$ cat config.mk
export PLATFORM = sky130hd
export DESIGN_NAME = rf_write_arbiter
export DESIGN_NICKNAME = d
export VERILOG_FILES = /design/src/rtl/rf_write_arbiter.sv
export SDC_FILE = /design/constraint.sdc
export NUM_CORES = 1
export LEC_CHECK = 0
export ABC_CLOCK_PERIOD_IN_PS = 2400
export CAP_MARGIN = 20
export CORE_MARGIN = 5
export CORE_UTILIZATION = 40
export DETAILED_ROUTE_END_ITERATION = 10
export PLACE_DENSITY = 0.72
export SYNTH_ARGS = -nofsm -noshare
export SYNTH_HDL_FRONTEND = slang
export SYNTH_SLANG_ARGS = --single-unit
$ cat constraint.sdc
create_clock -name clk -period 2.4 [get_ports clk]
set_input_delay 0.48 -clock clk [delete_from_list [all_inputs] [get_ports clk]]
set_output_delay 0.48 -clock clk [all_outputs]
set_load 0.05 [all_outputs]
$ cat src/rtl/rf_write_arbiter.sv
// rf_write_arbiter: owns the single register-file write port (A3/WD3/WE)
// and shares it between the writeback stage (WB) and a FIFO of
// long-latency-unit (LU) results.
//
// A starvation counter guarantees that a non-empty FIFO wins the port
// after it has lost arbitration STARVE_LIMIT cycles in a row. On that
// cycle WB is stalled.
//
// Optional feature (macro RF_INIT_SWEEP_EN): after reset an INIT state
// writes 0 to x1..x31, one register per cycle, before normal operation.
// When the macro is undefined there is no INIT state and init_busy is 0.
//
// Ports:
//   clk, rst                 core clock, async active-high reset
//   wb_we/wb_rd/wb_data      WB write request
//   wb_stall                 WB not granted, hold WB stable
//   lu_valid/lu_rd/lu_data   LU result (valid/ready handshake)
//   lu_ready                 FIFO can accept an LU result
//   rf_we/rf_a3/rf_wd3       register-file write port
//   pend_mask                bit i set while any FIFO entry targets xi
//   fifo_count               FIFO occupancy
//   init_busy                register-clear sweep in progress
module rf_write_arbiter #(
  parameter int FIFO_DEPTH   = 2,
  parameter int STARVE_LIMIT = 4,
  parameter int DATA_W       = 32
) (
  input  logic                          clk,
  input  logic                          rst,
  input  logic                          wb_we,
  input  logic [4:0]                    wb_rd,
  input  logic [DATA_W-1:0]             wb_data,
  output logic                          wb_stall,
  input  logic                          lu_valid,
  input  logic [4:0]                    lu_rd,
  input  logic [DATA_W-1:0]             lu_data,
  output logic                          lu_ready,
  output logic                          rf_we,
  output logic [4:0]                    rf_a3,
  output logic [DATA_W-1:0]             rf_wd3,
  output logic [31:0]                   pend_mask,
  output logic [$clog2(FIFO_DEPTH):0]   fifo_count,
  output logic                          init_busy
);

  localparam int AW = $clog2(FIFO_DEPTH);
  localparam int CW = AW + 1;
  localparam int SW = $clog2(STARVE_LIMIT + 1);

  // FIFO storage; q_vld tracks occupied slots so pend_mask can be
  // rebuilt from the post-update contents.
  logic [4:0]            q_rd   [FIFO_DEPTH];
  logic [DATA_W-1:0]     q_data [FIFO_DEPTH];
  logic [FIFO_DEPTH-1:0] q_vld, vld_nxt;
  logic [4:0]            rd_nxt [FIFO_DEPTH];
  logic [AW-1:0]         wr_ptr, rd_ptr;
  logic [CW-1:0]         count;
  logic [SW-1:0]         starve_cnt, starve_nxt;
  logic [31:0]           mask_nxt;

  logic sweep_active;
  logic [4:0] sweep_n;
  logic wb_req, fifo_req, fifo_gnt, wb_gnt, push, pop;

`ifdef RF_INIT_SWEEP_EN
  typedef enum logic {S_INIT, S_RUN} state_t;
  state_t state, state_nxt;

  // state register; sweep_n is the register being cleared this cycle
  always_ff @(posedge clk or posedge rst) begin
    if (rst) begin
      state   <= S_INIT;
      sweep_n <= 5'd1;
    end else begin
      state <= state_nxt;
      if (state == S_INIT) sweep_n <= sweep_n + 5'd1;
    end
  end

  // next state: leave INIT after x31 has been written
  always_comb begin
    state_nxt = state;
    if (state == S_INIT && sweep_n == 5'd31) state_nxt = S_RUN;
  end

  // state-derived outputs
  always_comb begin
    sweep_active = (state == S_INIT);
    init_busy    = sweep_active;
  end
`else
  assign sweep_active = 1'b0;
  assign sweep_n      = 5'd0;
  assign init_busy    = 1'b0;
`endif

  assign wb_req   = wb_we && (wb_rd != 5'd0);
  assign fifo_req = (count != '0);

  // arbitration in RUN; the starvation override beats WB
  always_comb begin
    fifo_gnt = 1'b0;
    wb_gnt   = 1'b0;
    if (!sweep_active) begin
      if (fifo_req && starve_cnt == SW'(STARVE_LIMIT)) fifo_gnt = 1'b1;
      else if (wb_req)                                 wb_gnt   = 1'b1;
      else if (fifo_req)                               fifo_gnt = 1'b1;
    end
  end

  // write-port mux; rst gates everything so a write drops immediately
  always_comb begin
    rf_we    = 1'b0;
    rf_a3    = 5'd0;
    rf_wd3   = '0;
    wb_stall = 1'b0;
    if (!rst) begin
      if (sweep_active) begin
        rf_we    = 1'b1;
        rf_a3    = sweep_n;
        wb_stall = wb_req;
      end else if (fifo_gnt) begin
        rf_we    = 1'b1;
        rf_a3    = q_rd[rd_ptr];
        rf_wd3   = q_data[rd_ptr];
        wb_stall = wb_req;
      end else if (wb_gnt) begin
        rf_we  = 1'b1;
        rf_a3  = wb_rd;
        rf_wd3 = wb_data;
      end
    end
  end

  // lu_ready ignores a same-cycle pop to keep the handshake path short
  assign lu_ready = !rst && !sweep_active && (count < CW'(FIFO_DEPTH));
  // writes to x0 are accepted but dropped
  assign push     = lu_valid && lu_ready && (lu_rd != 5'd0);
  assign pop      = fifo_gnt;

  // post-update slot contents for the registered pending mask
  always_comb begin
    vld_nxt = q_vld;
    rd_nxt  = q_rd;
    if (pop) vld_nxt[rd_ptr] = 1'b0;
    if (push) begin
      vld_nxt[wr_ptr] = 1'b1;
      rd_nxt[wr_ptr]  = lu_rd;
    end
    mask_nxt = '0;
    for (int i = 0; i < FIFO_DEPTH; i++)
      if (vld_nxt[i]) mask_nxt[rd_nxt[i]] = 1'b1;
  end

  always_comb begin
    starve_nxt = starve_cnt;
    if (!fifo_req || fifo_gnt)               starve_nxt = '0;
    else if (starve_cnt != SW'(STARVE_LIMIT)) starve_nxt = starve_cnt + SW'(1);
  end

  always_ff @(posedge clk or posedge rst) begin
    if (rst) begin
      wr_ptr     <= '0;
      rd_ptr     <= '0;
      count      <= '0;
      q_vld      <= '0;
      pend_mask  <= '0;
      starve_cnt <= '0;
    end else begin
      if (push) wr_ptr <= wr_ptr + AW'(1);
      if (pop)  rd_ptr <= rd_ptr + AW'(1);
      case ({push, pop})
        2'b10:   count <= count + CW'(1);
        2'b01:   count <= count - CW'(1);
        default: count <= count;
      endcase
      q_vld      <= vld_nxt;
      pend_mask  <= mask_nxt;
      starve_cnt <= starve_nxt;
    end
  end

  // payload needs no reset; q_vld/count qualify it
  always_ff @(posedge clk) begin
    if (push) begin
      q_rd[wr_ptr]   <= lu_rd;
      q_data[wr_ptr] <= lu_data;
    end
  end

  assign fifo_count = count;

endmodule

[Yosys cells after proc, flatten, opt, wreduce, memory -nomap -nowiden]
Memory sizes are Yosys's and may differ from the RTL's.
Index checks and enable logic that the tools add are counted.
Word-level totals
  bits in latches: 0
  RAM bits: 64
  memories kept: 1
  output and inout port bits: 75
  ROM bits: 0
  word-level logic and storage cells: 94
  register bits after elaboration: 51
Operators by class
  bitwise gates (word level): 6
  order comparisons: 12
  shift operators: 0
  equal/unequal tests: 4
  $mul: 0
  multiplexer cells: 40
  divide/modulo/power cells: 0
  $add $sub $neg: 5
  reduce and logical (&&, ||, !) cells: 18
Memories
  q_data: depth 2, bits a word 32, rd ports 1, clocked after Yosys merged registers in 0, wr ports 1, line 53  | logic [DATA_W-1:0] q_data [FIFO_DEPTH];
Operators with widths (count)
  two-way mux 32 bit: 5
  two-way mux 5 bit: 7
  OR 32 bit: 1
  two-way mux 1 bit: 16
  less-than comparator 5 x 6 -> 1 bit, second input constant: 2
  bitwise mux 10 bit: 1
  demux 1 bit (select 5 bit): 2
  greater-or-equal comparator 5 x 1 -> 1 bit, second input constant: 2
  logical AND 1 bit: 10
  two-way mux 10 bit: 1
  nonzero test 5 bit: 2
  two-way mux 3 bit: 2
  nonzero test 2 bit: 3
  demux 5 bit (select 1 bit): 1
  greater-or-equal comparator 2 bit, second input constant: 2
  less-than comparator 1 x 2 -> 1 bit, second input constant: 2
  two-way mux 2 bit: 2
  NOT 1 -> 2 bit: 2
  one-hot mux 2 bit (2 select lines): 1
  adder 3 x 1 -> 3 bit, second input constant: 1
  equality test 3 bit, second input constant: 1
  != test 3 bit, second input constant: 1
  adder 1 bit, second input constant: 2
  adder 2 x 1 -> 2 bit, second input constant: 1
  12 further kinds: 15

[Logic depth before layout (Yosys ltp)]
Gate-level depths: netlist of run 1.
  depth after elaboration: 14
  mapped depth: 10
  mapped depth without buffers: 9

[Least setup slack after synthesis of run 1]
No wires, ideal clock.
  path type: register -> output
  from: register count[1] (netlist: fifo_count[1])
  to: output wb_stall
  data required time: 1.920 ns
  arrival: 2.496 ns
  path slack: -0.576 ns
  stages on the path, launching flop included: 3
  buffers on the path: 0
  cells stage by stage: dfrtp_1 -> nor2_1 -> nor4_1
Between the ends
  longest elaborated chain between the ends: 6
  elaborated cells on any way between the ends: 7
Ends and longest elaborated chain
  start, declared: line 57  | logic [CW-1:0] count;
  start signal, assigned: line 173  | 2'b10: count <= count + CW'(1);
  start signal, assigned: line 174  | 2'b01: count <= count - CW'(1);
  start signal, assigned: line 175  | default: count <= count;
  nonzero test 2 bit (*): line 98  | assign fifo_req = (count != '0);
  two-way mux 1 bit: line 107  | else if (fifo_req) fifo_gnt = 1'b1;
  two-way mux 1 bit: line 106  | else if (wb_req) wb_gnt = 1'b1;
  two-way mux 1 bit (*): line 105  | if (fifo_req && starve_cnt == SW'(STARVE_LIMIT)) fifo_gnt = 1'b1;
  two-way mux 1 bit (*): line 122  | end else if (fifo_gnt) begin
  two-way mux 1 bit (*): line 117  | if (!rst) begin
  end, declared: line 33  | output logic wb_stall,
Mark *: on every way between the ends. The rest lies on a longest branch, timed or not.

[Worst setup path after layout of run 1]
  from: input wb_rd[3]
  to: output rf_a3[1]
Between the ends
  longest elaborated chain between the ends: 7
  elaborated cells on any way between the ends: 9
Ends and longest elaborated chain
  start, declared: line 31  | input logic [4:0] wb_rd,
  nonzero test 5 bit (*): line 97  | assign wb_req = wb_we && (wb_rd != 5'd0);
  logical AND 1 bit (*): line 97
  two-way mux 1 bit: line 106
  two-way mux 1 bit: line 105
  two-way mux 5 bit: line 127  | end else if (wb_gnt) begin
  two-way mux 5 bit (*): line 122
  two-way mux 5 bit (*): line 117
  end, declared: line 39  | output logic [4:0] rf_a3,
Marked as above.

==> flow_summary.yaml, run 1 <==
outcome:
  status: "complete, but fails checks"
  violations: "negative setup slack"
timing:
  fin_crit_sh: 1.12
  fmax_mhz: 371
  fin_setup_tns_ps: -9250
  finClkSkew_ps: 7.08
  timing.final.setup_violations: 37
  finalHoldViolCount: 0
  setup_ws_ps: -295
  maxSlewViolCount: 0
  tightest_slew_ps: 537
  grt_setup_unrepaired: "yes"
  slew_headroom: 0.641
  period_minus_slack_ps: 2690
power_and_ir_drop:
  pwr-share-seq: 0.289
  total_power_mw: 9.33
  power.leakage_nw: 3.43
  clkPwrFrac: 0.263
  power_density_nw_per_um2: 1030
  p_int_mw: 6.00
  p_switching_mw: 3.33
  peakVddDrop_v: 0.000484
  combPwrFrac: 0.448
  swShare: 0.357
logic_synthesis:
  syn-num-nets: 510
  synth-main-ff-cell: "edfxtp_1"
  yosysMostFrequentCell: "edfxtp_1"
  synth_compound_area_frac: 0.151
  syn_avg_cell_area_sq_um: 12.2
  ys.warnings.count: 0
  synth_area_sq_um: 5230
  netlist.top_cell.by_area: "edfxtp_1"
  synth.area.top_cells: "edfxtp_1 (37%), dfrtp_1 (20%), mux2_2 (8.0%)"
  yosysSeqAreaShare: 0.602
  synthSimpleGateAreaFrac: 0.118
  synth_top_family_by_area: "compound AO/OA/AOI/OAI gates"
  netlist-cell-type-count: 48
  yosys_register_bits: 115
  synthAdderAreaFrac: 0.00718
  synth_edf_count: 64
  synth_common_cells: "edfxtp_1 (64), nor2_1 (45), nand2_1 (44)"
  synth_top_area_share: 0.368
  synth_xor_area_frac: 0.00838
  synthMuxAreaShare: 0.0797
  syn-instance-count: 429
  async_reset_ff_frac: 0.357
cts:
  clkTransAtPathRegs_ps: 50
  cts_htree_levels: 4
  clk_path_buf_depth: 2
  numCtsBuffers: 17
  cts-root-buf: "clkbuf_16"
  insertion_delay_ps: 410
  cts-hold-fix-buffers: 0
  cts_tree: "yes"
  clock_sinks: 115
placed_design:
  place.gp.congestion: 0.804
  place.port_buffers: 151
  dpl.hpwl_microns: 10900
worst_setup_path:
  r2r_slack_ps: 150
  cp-end-kind: "primary output"
  required_ps: 1920
  crit_start: "wb_rd[3]"
  critical_path_class: "input pin to primary output"
  cp.arrival_ps: 2210
  crit_path_start_kind: "input pin"
  crit_fanout: 4
  rr_startpoint: "fifo_count[1]"
routing:
  met2_length_microns: 8360
  first_pass_iters: 7
  wl_met1_microns: 6530
  dr_wl_met3_microns: 1210
  vias: 4541
  ant_nets: 0
  drc: 0
  drt-total-wl_microns: 16500
  top_layer_used: "met4"
  drt_iter0_markers: 383
  wl_per_cell_microns: 19.8
  via_per_inst: 5.46
cells_and_area:
  drive_gt1_frac: 0.438
  antenna_cells: 0
  regArea_sq_um: 3150
  multi_input_area_sq_um: 2400
  fill_cells: 879
  syn_to_final_growth_pct: 73.4
  nets: 728
global_route:
  grt_max_degree: 37
  grt_pass1_vias: 4650
  grt_pass1_wl_microns: 25100
  gr-total-overflow: 0
  track_usage: 0.204
  antenna_found_initial: 0
floorplan:
  dieHeight_microns: 124
  initial_core_util: 0.411
  fp.coreArea_sq_um: 12700
  rows: 41
  ios: 153
  die-area_sq_um: 15500
  die_w_microns: 124
flow_run:
  max_cap_violations: 0
min_path:
  hold_class: "input pin to async pin"
state kept, by name (all words and copies together) (netlist names):
register / cells
pend_mask: 32
q_data: 64
starve_cnt: 3
rd_ptr: 1
q_rd: 10
fifo_count: 2
q_vld: 2
wr_ptr: 1
repair_timing:
item | CTS | global route
gates cloned | 3 | 3
pin swaps | 25 | 46
buffers inserted | 13 | 12
endpoints found under the setup margin | 43 | 38
gates resized for setup | 44 | 21
metal layers:
layer / vias to the layer above / global-route usage
met5: - / 0
met3: 35 / 0.0609
li1: 2061 / -
met2: 232 / 0.336
met1: 2213 / 0.254
met4: 0 / 0.0722
kinds of logic (layout without fill, tap and decap cells):
| kind of cell | after synthesis | after routing |
|---|---|---|
| simple gates | 129 | 129 |
| fa+ha+maj | 3 | 3 |
| mux | 37 | 37 |
| buf+inv | 38 | 269 |
| compound gates | 101 | 101 |
| flops | 115 | 115 |
| other cells | 1 | 1 |
| xor+xnor | 5 | 5 |
worst max-delay path, cell delays in order:
cell and delay (ps):
buf_6 90, or4_4 560, o211a_4 270, nor2_4 90
buf_6 120, buf_12 130, clkbuf_16 140, a22oi_2 60
nor2_4 130, buf_12 140
area by class of cell:
type | instances | area share
clock buffers | 20 | 0.0482
clock inverters | 12 | 0.0153
inverters | 5 | 0.00207
multi-input cells | 276 | 0.265
flip-flops and latches | 115 | 0.348
well taps | 172 | 0.0237
repair buffers | 232 | 0.298
layout by cell type, fill, tap and decap left out, types with 32 or more instances in the layout:
master | netlist | layout
dfrtp_1 | 41 | 38
o22ai_1 | 32 | 32
nor2_4 | 0 | 34
buf_12 | 0 | 47
a22oi_2 | 0 | 37
mux2_2 | 37 | 37
nand2_1 | 44 | 43
edfxtp_1 | 64 | 64
buf_4 | 2 | 64
clkdlybuf4s50_1 | 0 | 106
power groups by stage:
stage          clock network (mW)  registers, mW  logic [mW]
3_5_place_dp                    0           2.71        3.69
5_1_grt                      2.59           2.72        4.39
2_1_floorplan                   0           2.82        2.20
4_1_cts                      2.47           2.68        4.08
3_3_place_gp                    0           2.69        3.62
6_report                     2.45           2.69        4.18
worst paths after layout:
check,to,cells past startpoint
worst max-delay path,rf_a3[1],10
worst min-delay path,fifo_count[0],3
worst max register to register,pend_mask[2],8
worst min register to register,wr_ptr,2
max in group asynchronous,rd_ptr,4
min in group clk,wr_ptr,2
metrics by stage:
stage,instance area [sq um],util,std cells,worst slack (ps),hold slack (ps)
finish,9060,0.712,832,-295,339
global route,9060,0.712,832,-336,356
CTS,8910,0.700,821,-368,331
detailed placement,8050,0.633,775,-579,478
global placement,8050,0.633,775,-516,451
floorplan,5620,-,429,-88.6,440
No activity file was read; power rests on OpenSTA's default activity.
==> run 2: changes to the inputs <==
Settings changed: ABC_CLOCK_PERIOD_IN_PS 2400 to 2950, CTS_CLUSTER_DIAMETER set to 40, PLACE_DENSITY 0.72 to 0.69.
Clock period 2.4 ns to 2.95 ns, I/O delays scaled along.
==> flow_summary.yaml, run 2 (same netlist as run 1, synthesis figures left out) <==
floorplan:
  fp.coreArea_sq_um: 12700
  ios: 153
  dieHeight_microns: 124
  rows: 41
  die-area_sq_um: 15500
  initial_core_util: 0.411
  die_w_microns: 124
cells_and_area:
  largest_register: "q_data"
  antenna_cells: 0
  layout_common_cells: "clkdlybuf4s50_1 (106), edfxtp_1 (64), nand2_1 (44), buf_12 (42), dfrtp_1 (40)"
  fin_util: 0.686
  syn_to_final_growth_pct: 66.9
  stdcell_count: 806
  largestRegisters: "q_data (64), pend_mask (32), q_rd (10)"
  drive_gt1_frac: 0.404
  final_common_cell: "clkdlybuf4s50_1"
  nets: 702
  stdcell_area_sq_um: 8720
  largest_reg_flops: 64
  fill_cells: 916
timing:
  grt_setup_unrepaired: "yes"
  fmax_mhz: 338
  fin_setup_tns_ps: -9.42
  tightest_slew_ps: 618
  setup_ws_ps: -9.42
  finClkSkew_ps: 6.20
  fin_crit_sh: 1.00
  maxSlewViolCount: 0
  fin_hold_ws_ps: 473
  finalHoldViolCount: 0
  timing.final.setup_violations: 1
  slew_headroom: 0.587
  period_minus_slack_ps: 2960
global_route:
  grt_pass1_vias: 4518
  gr-total-overflow: 0
  track_usage: 0.205
  grt_pass1_wl_microns: 25200
  grt_max_degree: 32
  antenna_found_initial: 0
placed_design:
  dpl.cell_count: 749
  place_area_sq_um: 7600
  place.port_buffers: 151
  place.gp.congestion: 0.879
  dp_worst_setup_slack_ps: -410
  dpl.hpwl_microns: 10300
worst_setup_path:
  r2r_slack_ps: 590
  slowest_delay_ps: 570
  required_ps: 2360
  cp_top_family: "buffers and inverters"
  cp.arrival_ps: 2370
  rr_startpoint: "fifo_count[1]"
  crit_fanout: 5
  r2r_end: "pend_mask[21]"
  cp_slowest_cell: "or4_4"
  cpMostUsedCell: "buf_6"
  crit_chain: "buf_6 > or4_4 > buf_6 > o21ai_4 > buf_12 > a21oi_4 > buf_6 > a22oi_2 > nor2_4 > buf_12"
  ff2ff_path_depth: 7
  crit_buf_inv: 5
  cp-end-kind: "primary output"
  crit_path_start_kind: "input pin"
  critical_path_class: "input pin to primary output"
routing:
  vias: 4371
  drt-total-wl_microns: 16200
  wl_per_cell_microns: 20.1
  drc: 0
  first_pass_iters: 5
  drt_iter0_markers: 243
  via_per_inst: 5.42
  ant_nets: 0
outcome:
  status: "complete, but fails checks"
  violations: "negative setup slack"
cts:
  cts_tree: "yes"
  cts_htree_levels: 4
  clock_sinks: 115
  clkTransAtPathRegs_ps: 50
  numCtsBuffers: 17
  clk_path_buf_depth: 2
  insertion_delay_ps: 400
  cts-root-buf: "clkbuf_16"
  cts-hold-fix-buffers: 0
power_and_ir_drop:
  peakVddDrop_v: 0.000437
  total_power_mw: 7.36
  power_density_nw_per_um2: 844
  power.leakage_nw: 3.28
min_path:
  min_from: "starve_cnt[0]"
  hold_end: "starve_cnt[0]"
  hold_depth: 1
  hold_class: "flip-flop to flip-flop"
flow_run:
  max_cap_violations: 0
[run 2: cell types whose count changed in the layout (fill, tap and decap cells not counted), moves of 3 or more]
cell,delta
nor2_4,-24
buf_12,-5
a21oi_4,+3
buf_8,-3
buf_4,-33
nor2_2,+24
buf_6,+11
[run 2: worst max path at each step]
stage                              from         end  slack (ps)  depth (start not counted)
final                          wb_rd[1]  rf_wd3[21]          -9                         10
after detailed placement       wb_rd[1]    rf_a3[4]        -410                          7
after global placement         wb_rd[1]    rf_a3[4]        -340                          7
after CTS                      wb_rd[2]   rf_wd3[0]          -5                          9
after global routing      starve_cnt[0]  rf_wd3[21]         -40                          8
after floorplan                wb_rd[1]  rf_wd3[17]         -10                          7
[run 2: where the power goes]
part / leakage [nW] / total [mW] / internal (mW) / switching, mW
registers: 1.22 / 2.22 / 1.96 / 0.264
clock network: 0.282 / 2.01 / 1.34 / 0.673
logic: 1.78 / 3.12 / 1.43 / 1.69
total: 3.28 / 7.36 / 4.73 / 2.63
[run 2: metal layers]
metal	track usage	part of all wire	wire length [microns]	vias to the layer above
met3	0.0592	0.069	1110	16
li1	-	-	-	2003
met2	0.333	0.49	7960	189
met5	0	0	0	-
met1	0.266	0.43	6880	2163
met4	0.0651	0.014	221	0
[run 2: layout make-up]
| cell class | instances | area, sq um | share of cell area |
|---|---|---|---|
| Clock inverter | 11 | 136 | 0.0156 |
| Clock buffer | 21 | 450 | 0.0516 |
| Multi-Input combinational cell | 279 | 2310 | 0.265 |
| Tap cell | 172 | 215 | 0.0247 |
| Sequential cell | 115 | 3150 | 0.361 |
| Inverter | 5 | 18.8 | 0.00215 |
| Timing Repair Buffer | 203 | 2440 | 0.280 |
[run 2: what timing repair did]
item,CTS,global route
setup buffers,9,11
cloned,6,0
endpoints found under the setup margin,37,37
resized for setup,48,31
pin swaps,14,23
[run 2: worst reg2reg max path, delay by kind of cell, from the launching register on]
kind	cells	cell delay, ps
flops	1	370
buf+inv	3	810
compound gates	3	600
simple gates	1	490
